`config.mk`:
```
export PLATFORM = sky130hd
export DESIGN_NAME = param_shift_engine_flat
export DESIGN_NICKNAME = d
export VERILOG_FILES = /design/src/rtl/param_shift_engine_pkg.sv /design/src/rtl/param_shift_engine_if.sv /design/src/rtl/param_shift_engine_shift_step.sv /design/src/rtl/param_shift_engine.sv /design/src/flat_wrapper.sv
export SDC_FILE = /design/constraint.sdc
export NUM_CORES = 1
export LEC_CHECK = 0
export CORE_MARGIN = 1.5
export CORE_UTILIZATION = 50
export DETAILED_ROUTE_END_ITERATION = 10
export GPL_TIMING_DRIVEN = 0
export PLACE_DENSITY = 0.84
export SETUP_SLACK_MARGIN = 0.5
export SYNTH_ARGS = -nofsm -noshare
export SYNTH_HDL_FRONTEND = slang
export SYNTH_SLANG_ARGS = --single-unit
```
`constraint.sdc`:
```
create_clock -name i_clk -period 6.2 [get_ports i_clk]
set_clock_uncertainty 0.15 [all_clocks]
set_input_delay 1.24 -clock i_clk [delete_from_list [all_inputs] [get_ports i_clk]]
set_output_delay 1.24 -clock i_clk [all_outputs]
set_load 0.02 [all_outputs]
```
`src/rtl/param_shift_engine_pkg.sv`:
```
// Shared types for the shift engine: shift modes, FSM states and a min helper.
// Imported by the interface, the step datapath and the top level.
package shift_pkg;

   typedef enum logic [2:0] {
      SH_LSL = 3'd0,
      SH_LSR = 3'd1,
      SH_ROL = 3'd2,
      SH_ROR = 3'd3,
      SH_ASR = 3'd4
   } sh_mode_e;

   typedef enum logic {
      ST_IDLE  = 1'b0,
      ST_SHIFT = 1'b1
   } st_e;

   function automatic int unsigned min_u(input int unsigned a,
                                         input int unsigned b);
      return (a < b) ? a : b;
   endfunction

endpackage

```
`src/rtl/param_shift_engine_if.sv`:
```
// Command/status bundle of the shift engine.
// master drives load/start/mode/amt/din; slave returns busy/done/dout.
interface param_shift_engine_if #(
   parameter int WIDTH = 16,
   parameter int AMT_W = $clog2(WIDTH) + 1
);
   logic             i_load;
   logic [WIDTH-1:0] din;
   logic             i_start;
   logic [2:0]       i_mode;
   logic [AMT_W-1:0] i_amt;
   logic             o_busy;
   logic             o_done;
   logic [WIDTH-1:0] dout;

   modport master (
      output i_load, din, i_start, i_mode, i_amt,
      input  o_busy, o_done, dout
   );

   modport slave (
      input  i_load, din, i_start, i_mode, i_amt,
      output o_busy, o_done, dout
   );
endinterface

```
`src/rtl/param_shift_engine_shift_step.sv`:
```
// One combinational shift step: v shifted by amt (0..STEP) in the given mode.
// Ports: v, mode, amt in; y out. Reserved modes pass v through.
module shift_step
   import shift_pkg::*;
#(
   parameter int WIDTH = 16,
   parameter int AMT_W = $clog2(WIDTH) + 1
) (
   input  logic [WIDTH-1:0] v,
   input  logic [2:0]       mode,
   input  logic [AMT_W-1:0] amt,
   output logic [WIDTH-1:0] y
);

   // Rotations shift a doubled copy so amt==WIDTH needs no special case.
   logic [2*WIDTH-1:0] dbl;
   logic [2*WIDTH-1:0] rol_t;
   logic [2*WIDTH-1:0] ror_t;

   always_comb begin
      dbl   = {v, v};
      rol_t = dbl << amt;
      ror_t = dbl >> amt;
      y     = v;
      case (mode)
         SH_LSL:  y = v << amt;
         SH_LSR:  y = v >> amt;
         SH_ROL:  y = rol_t[2*WIDTH-1:WIDTH];
         SH_ROR:  y = ror_t[WIDTH-1:0];
         SH_ASR:  y = WIDTH'($signed(v) >>> amt);
         default: y = v;
      endcase
   end

endmodule

```
`src/rtl/param_shift_engine.sv`:
```
// Loadable register that shifts by a programmable amount, STEP bits per clock.
// Ports: i_clk, i_rst_n, bus (load/start/mode/amt/din in, busy/done/dout out).
module param_shift_engine
   import shift_pkg::*;
#(
   parameter int WIDTH = 16,
   parameter int STEP  = 1,
   parameter int AMT_W = $clog2(WIDTH) + 1
) (
   input  logic                 i_clk,
   input  logic                 i_rst_n,
   param_shift_engine_if.slave  bus
);

   st_e              state, nxt_state;
   logic [AMT_W-1:0] cnt, nxt_cnt;
   logic [2:0]       mode_q, nxt_mode;
   logic [WIDTH-1:0] dout_q, nxt_dout;
   logic             done_q, nxt_done;
   logic [AMT_W-1:0] s;
   logic [WIDTH-1:0] step_y;

   // Last step may be shorter than STEP.
   assign s = AMT_W'(min_u(STEP, 32'(cnt)));

   shift_step #(
      .WIDTH (WIDTH),
      .AMT_W (AMT_W)
   ) u_step (
      .v    (dout_q),
      .mode (mode_q),
      .amt  (s),
      .y    (step_y)
   );

   always_ff @(posedge i_clk or negedge i_rst_n) begin
      if (!i_rst_n) begin
         state  <= ST_IDLE;
         cnt    <= '0;
         mode_q <= '0;
         dout_q <= '0;
         done_q <= 1'b0;
      end else begin
         state  <= nxt_state;
         cnt    <= nxt_cnt;
         mode_q <= nxt_mode;
         dout_q <= nxt_dout;
         done_q <= nxt_done;
      end
   end

   always_comb begin
      nxt_state = state;
      nxt_cnt   = cnt;
      nxt_mode  = mode_q;
      nxt_dout  = dout_q;
      nxt_done  = 1'b0;
      if (bus.i_load) begin
         // Load wins everywhere and silently aborts a running shift.
         nxt_dout  = bus.din;
         nxt_state = ST_IDLE;
         nxt_cnt   = '0;
      end else begin
         case (state)
            ST_IDLE: begin
               if (bus.i_start) begin
                  if (bus.i_amt != '0) begin
                     nxt_mode  = bus.i_mode;
                     nxt_cnt   = bus.i_amt;
                     nxt_state = ST_SHIFT;
                  end else begin
                     nxt_done = 1'b1;
                  end
               end
            end
            ST_SHIFT: begin
               nxt_dout = step_y;
               nxt_cnt  = cnt - s;
               if (cnt == s) begin
                  nxt_state = ST_IDLE;
                  nxt_done  = 1'b1;
               end
            end
            default: nxt_state = ST_IDLE;
         endcase
      end
   end

   assign bus.o_busy = (state == ST_SHIFT);
   assign bus.o_done = done_q;
   assign bus.dout   = dout_q;

endmodule

```
`src/flat_wrapper.sv`:
```
// flat-port wrapper written by rule: the top's interface ports become plain ports
module param_shift_engine_flat import shift_pkg::*;
#(
   parameter int WIDTH = 16,
   parameter int STEP  = 1,
   parameter int AMT_W = $clog2(WIDTH) + 1
)
  (i_clk, i_rst_n, bus_i_load, bus_din, bus_i_start, bus_i_mode, bus_i_amt, bus_o_busy, bus_o_done, bus_dout);
  param_shift_engine_if #(.WIDTH(WIDTH), .AMT_W(AMT_W)) bus_i ();
  input  logic i_clk;
  input  logic i_rst_n;
  input wire logic [$bits(bus_i.i_load)-1:0] bus_i_load;
  input wire logic [$bits(bus_i.din)-1:0] bus_din;
  input wire logic [$bits(bus_i.i_start)-1:0] bus_i_start;
  input wire logic [$bits(bus_i.i_mode)-1:0] bus_i_mode;
  input wire logic [$bits(bus_i.i_amt)-1:0] bus_i_amt;
  output wire logic [$bits(bus_i.o_busy)-1:0] bus_o_busy;
  output wire logic [$bits(bus_i.o_done)-1:0] bus_o_done;
  output wire logic [$bits(bus_i.dout)-1:0] bus_dout;
  assign bus_i.i_load = bus_i_load;
  assign bus_i.din = bus_din;
  assign bus_i.i_start = bus_i_start;
  assign bus_i.i_mode = bus_i_mode;
  assign bus_i.i_amt = bus_i_amt;
  assign bus_o_busy = bus_i.o_busy;
  assign bus_o_done = bus_i.o_done;
  assign bus_dout = bus_i.dout;
  param_shift_engine #(.WIDTH(WIDTH), .STEP(STEP), .AMT_W(AMT_W)) u_core (.i_clk(i_clk), .i_rst_n(i_rst_n), .bus(bus_i));
endmodule
```
Word-level counts from Yosys, hierarchy flattened

Cells that the tools add are included.

Output and inout port bits: 18
Latch bits: 0
Memory bits (read-only): 0
Word-level logic and storage cells: 46
Memories kept: 0
Memory bits (writable): 0
Register bits after elaboration: 26
Input port bits: 28

Multiplexer cells: 18
Bitwise logic cells: 2
Multiply operators: 0
Shift-type cells: 5
Add/sub/neg operators: 1
Equal/unequal tests: 7
Divide/modulo/power cells: 0
Magnitude comparators: 1
Reduce and logical (&&, ||, !) cells: 7

Operators by type and width:

| operator                                                            | number |
|---|---|
| 16-bit one-hot mux with 5 select lines                              | 1 |
| 16-bit 2-to-1 mux                                                   | 2 |
| 32-bit by 5-bit << shifter with 32-bit output                       | 1 |
| 32-bit by 5-bit >> shifter with 16-bit output                       | 1 |
| 5-bit 2-to-1 mux                                                    | 4 |
| 16-bit by 5-bit << shifter with 16-bit output                       | 1 |
| 16-bit by 5-bit >> shifter with 16-bit output                       | 1 |
| 16-bit by 5-bit >>> shifter with 16-bit output                      | 1 |
| 5-bit one-hot mux with 2 select lines                               | 1 |
| 1-bit 2-to-1 mux                                                    | 8 |
| 3-bit by 2-bit == test with 1-bit output, second input constant     | 2 |
| 6-bit nonzero test                                                  | 1 |
| 5-bit == test                                                       | 1 |
| 1-bit by 5-bit < comparator with 1-bit output, first input constant | 1 |
| 5-bit nonzero test                                                  | 1 |
| 5-bit subtractor                                                    | 1 |
| 1-bit one-hot mux with 2 select lines                               | 2 |
| 2-bit AND reduction                                                 | 2 |
| 4-bit AND reduction                                                 | 1 |
| 3-bit by 1-bit == test with 1-bit output, second input constant     | 1 |
| 3-bit == test, second input constant                                | 1 |
| 3-bit logical NOT                                                   | 1 |
| 3-bit by 2-bit != test with 1-bit output, second input constant     | 1 |
| 3-bit != test, second input constant                                | 1 |
| other kinds (2)                                                     | 3 |

Logic depth before layout (Yosys ltp)

Word-level depth: 6
Depth in mapped cells: 7
Mapped depth without buffers: 7

Hierarchy

A second synthesis with hierarchy kept.

Cells, all modules: 606
Area, all modules: 4684.5 um^2

By module, submodules not included:

| module             | times used | area each (um^2) | cells an instance |
|---|---|---|---|
| shift_step         | 1          | 3394.5           | 484 |
| param_shift_engine | 1          | 1290.0           | 122 |

Least setup slack after synthesis

Ideal clock, no wire load.

Path kind: input to register
Start: input bus_i_amt[3]
End: register u_core.mode_q[0]
Data required time: 5925 ps
Setup time: 125 ps
Slack: 3425 ps
Data arrival time: 2501 ps
Path buffers: 0
Cell stages on the path: 4
Cell sequence: or3_1 > o31ai_2 > or3_1 > mux2_2

Cells in the longest elaborated chain, start to end: 2

Ends and longest elaborated chain:

| item                          | line                     | RTL |
|---|---|---|
| start: declaration            | flat_wrapper.sv:16       | `input wire logic [$bits(bus_i.i_amt)-1:0] bus_i_amt;` |
| 5-bit nonzero test            | param_shift_engine.sv:67 | `if (bus.i_amt != '0) begin` |
| 4-bit AND reduction (no line) | n/a                      |  |
| end signal: assignment        | param_shift_engine.sv:46 | `mode_q <= nxt_mode;` |
| end: declaration              | param_shift_engine.sv:17 | `logic [2:0] mode_q, nxt_mode;` |

Every way passes these cells.
A chain may end at the register's enable or synchronous reset.

Worst setup path in the final report

Start: input bus_i_amt[3]
End: register u_core.mode_q[1]

Same word-level chain as after synthesis.

==> metrics <==
outcome=completed; Multi-input gate area=about 740 sq um; maximum vdd drop=between 100 and 150 uV; max_cap viols=0; most frequent cell after synthesis=inv_1; Final ANT Viol Nets=0; setup ws final=3.17 ns; register area=between 600 and 700 sq um; WP data required=between 6 and 7 ns; Worst Reg-to-Reg Cells=5; met3 routed WL=between 200 and 300 microns; sequential-to-total area share from yosys stat=0.423; Remaining Overflow, GRT=0; final setup TNS=0 ns; WL met1=1640 microns; Clock Tree Buf Depth=2; global-route wire length before repair=between 5000 and 6000 microns; ANT cells=0; Cell Pwr Density=about 260 mW/mm^2; pin count of the biggest net entering global routing=27; HPWL after detailed placement=2710 microns; fill count=between 200 and 250; Root Driver=clkbuf_4; H-tree levels=1; vias in the first global route=about 1300; CP most frequent cell=or3_1; die area=0.00342 sq mm; Max stage delay on crit path=0.46 ns; Area contributors post-synth=dfrtp_1, mux2i_1, a222oi_1; worst-margin pin slew=between 1 and 1.5 ns; DR pass1 iterations=9; Post-Syn Instances=~160; worst min path class=flop to flop; synthesized cell area=between 0.0015 and 0.002 sq mm; DR iter-0 viols=130; DRT Wirelength=around 3700 microns; async set or reset register ratio after synthesis=1.00; initial core utilization=0.544; total power=~540 uW; CTS tree=done; design area=between 0.002 and 0.0025 sq mm; worst-path cell chain=clkdlybuf4s50_1 > or3_1 > o31ai_2 > or3_1 > mux2_2; CP max FO=7; Critical Path AT=around 3.1 ns; die width=about 60 microns; # rows=19; clock latency on the worst-skew pair=between 0.3 and 0.4 ns; total CTS buffers=3; setup repair after global routing missed its margin=false; Residual DRC=0; initial antenna violation count=0; die height=between 50 and 60 microns; routability cong.=around 0.86; Layout area overhead=33.5%; Core ar.=around 0.0028 sq mm; Leak Pwr=about 0.00093 uW; Mapped Avg Cell Area=9.79 sq um; Top FF cell, synth=dfrtp_1; Fin. Hold Viols=0; yosys warns=0; CTS resizes=0; post-synthesis net count=between 150 and 200; post-synth top area cell=dfrtp_1; Startpoint Class=input port; hold_buf cts=0; GR Util All Layers=0.214; Slew Limit Fails=0; num ports=46; kind of critical path=input port to flop; postcts setup bufs=0; Hold Crit Endpoint=u_core.bus.dout[12]$_DFFE_PN0P_; r2r endpoint=u_core.bus.dout[8]$_DFFE_PN0P_; # setup viols final=0; dpl cell area=0.00202 sq mm; number of library cell types mapped by synthesis=39; Worst Setup End Kind=flop; drt via density=6.11; via count=1442; final worst path period share=0.489; Worst R2R Start=u_core.mode_q[0]$_DFFE_PN0P_; met2 wirelength from detailed routing=between 1500 and 2000 microns; DR WL/cell=between 15 and 20 microns; Final Critical Period=around 3 ns; most frequent cells after synthesis=inv_1, dfrtp_1, mux2i_1; post-synth top area share=0.423; clock sinks=26; hold path depth=2; NumNets Final=236; pre-CTS setup slack=between 2 and 3 ns; port bufs=44; Reg clk slew, reported paths=approximately 0.14 ns; Post-synth EDFFs=0; number of synthesized register bits=26; r2r setup slk=around 4.0 ns; layout cells sized above 1=0.0683; HP Start=u_core.bus.dout[12]$_DFFE_PN0P_; uppermost routed layer=met3; relative slew slack=0.217; Fmax=330 MHz; CP max stage cell=o31ai_2
==> per-stage QoR <==
stage,util,hold WS (ns),cells
global placement,0.713,0.404,232
floorplan,-,0.408,157
CTS,0.726,0.435,236
finish,0.726,0.434,236
global route,0.726,0.451,236
detailed placement,0.713,0.410,232
==> cells by family after synthesis <==
logic type	after synthesis	share of synthesized area
AO/OA/AOI/OAI	39	0.221
AND/OR/NAND/NOR	37	0.128
buffers and inverters	36	0.0952
flip-flops	26	0.423
multiplexers	17	0.116
adder cells (fa/ha/maj)	2	0.0163
==> final cells by class <==
cell class | instances | share of cell area
tap | 31 | 0.0189
sequential | 26 | 0.317
timing repair buffer | 44 | 0.215
multi-input combinational | 95 | 0.361
clock buffer | 4 | 0.0177
buffer | 7 | 0.0183
inverter | 29 | 0.0530
==> worst max-delay path: cells and delay by family <==
family	cells	cell delay (ns)
multiplexers	1	0.34
AO/OA/AOI/OAI	1	0.46
AND/OR/NAND/NOR	2	0.64
buffers and inverters	1	0.41
==> power breakdown <==
part | total [uW] | leakage [uW] | switching [uW] | internal, uW
clock | 86.3 | 0.0000210 | 50.4 | 35.9
combinational | 226 | 0.000604 | 111 | 115
sequential | 232 | 0.000309 | 35.6 | 196
==> per-layer routing <==
layer  track usage  up-vias
li1              -      686
met1         0.286      685
met2         0.363       71
met3        0.0242        0
met4        0.0664        0
met5             0        -
==> flip-flops by register name, summed over array words and instances (netlist names) <==
register and cells:
u_core.cnt 5, u_core.mode_q 3, u_core.bus.o_busy 1, u_core.bus.o_done 1, u_core.bus.dout 16
==> worst max path at each step <==
stage | cells past startpoint | from | slack (ns) | to
final | 5 | bus_i_amt[3] | 3.17 | u_core.mode_q[1]$_DFFE_PN0P_
after CTS | 5 | bus_i_amt[3] | 3.19 | u_core.mode_q[1]$_DFFE_PN0P_
after global placement | 5 | bus_i_amt[3] | 2.86 | u_core.mode_q[1]$_DFFE_PN0P_
after floorplan | 4 | bus_i_amt[3] | 3.42 | u_core.mode_q[0]$_DFFE_PN0P_
after global routing | 5 | bus_i_amt[3] | 3.12 | u_core.mode_q[1]$_DFFE_PN0P_
after detailed placement | 5 | bus_i_amt[3] | 2.83 | u_core.mode_q[1]$_DFFE_PN0P_
==> layout by cell type (no fill, tap or decap), types with 4 or more instances in the layout <==
cell             synthesis  final
clkdlybuf4s50_1          0     44
nand2_1                  7      7
mux2i_1                 13     13
nor2_1                   5      5
nor3_1                   8      8
clkbuf_1                 5      5
and2_1                   5      5
dfrtp_1                 26     26
a222oi_1                12     12
a31oi_1                  4      4
inv_1                   29     29
a221oi_1                 4      4
Note: power is estimated with default switching activity, not from simulation.
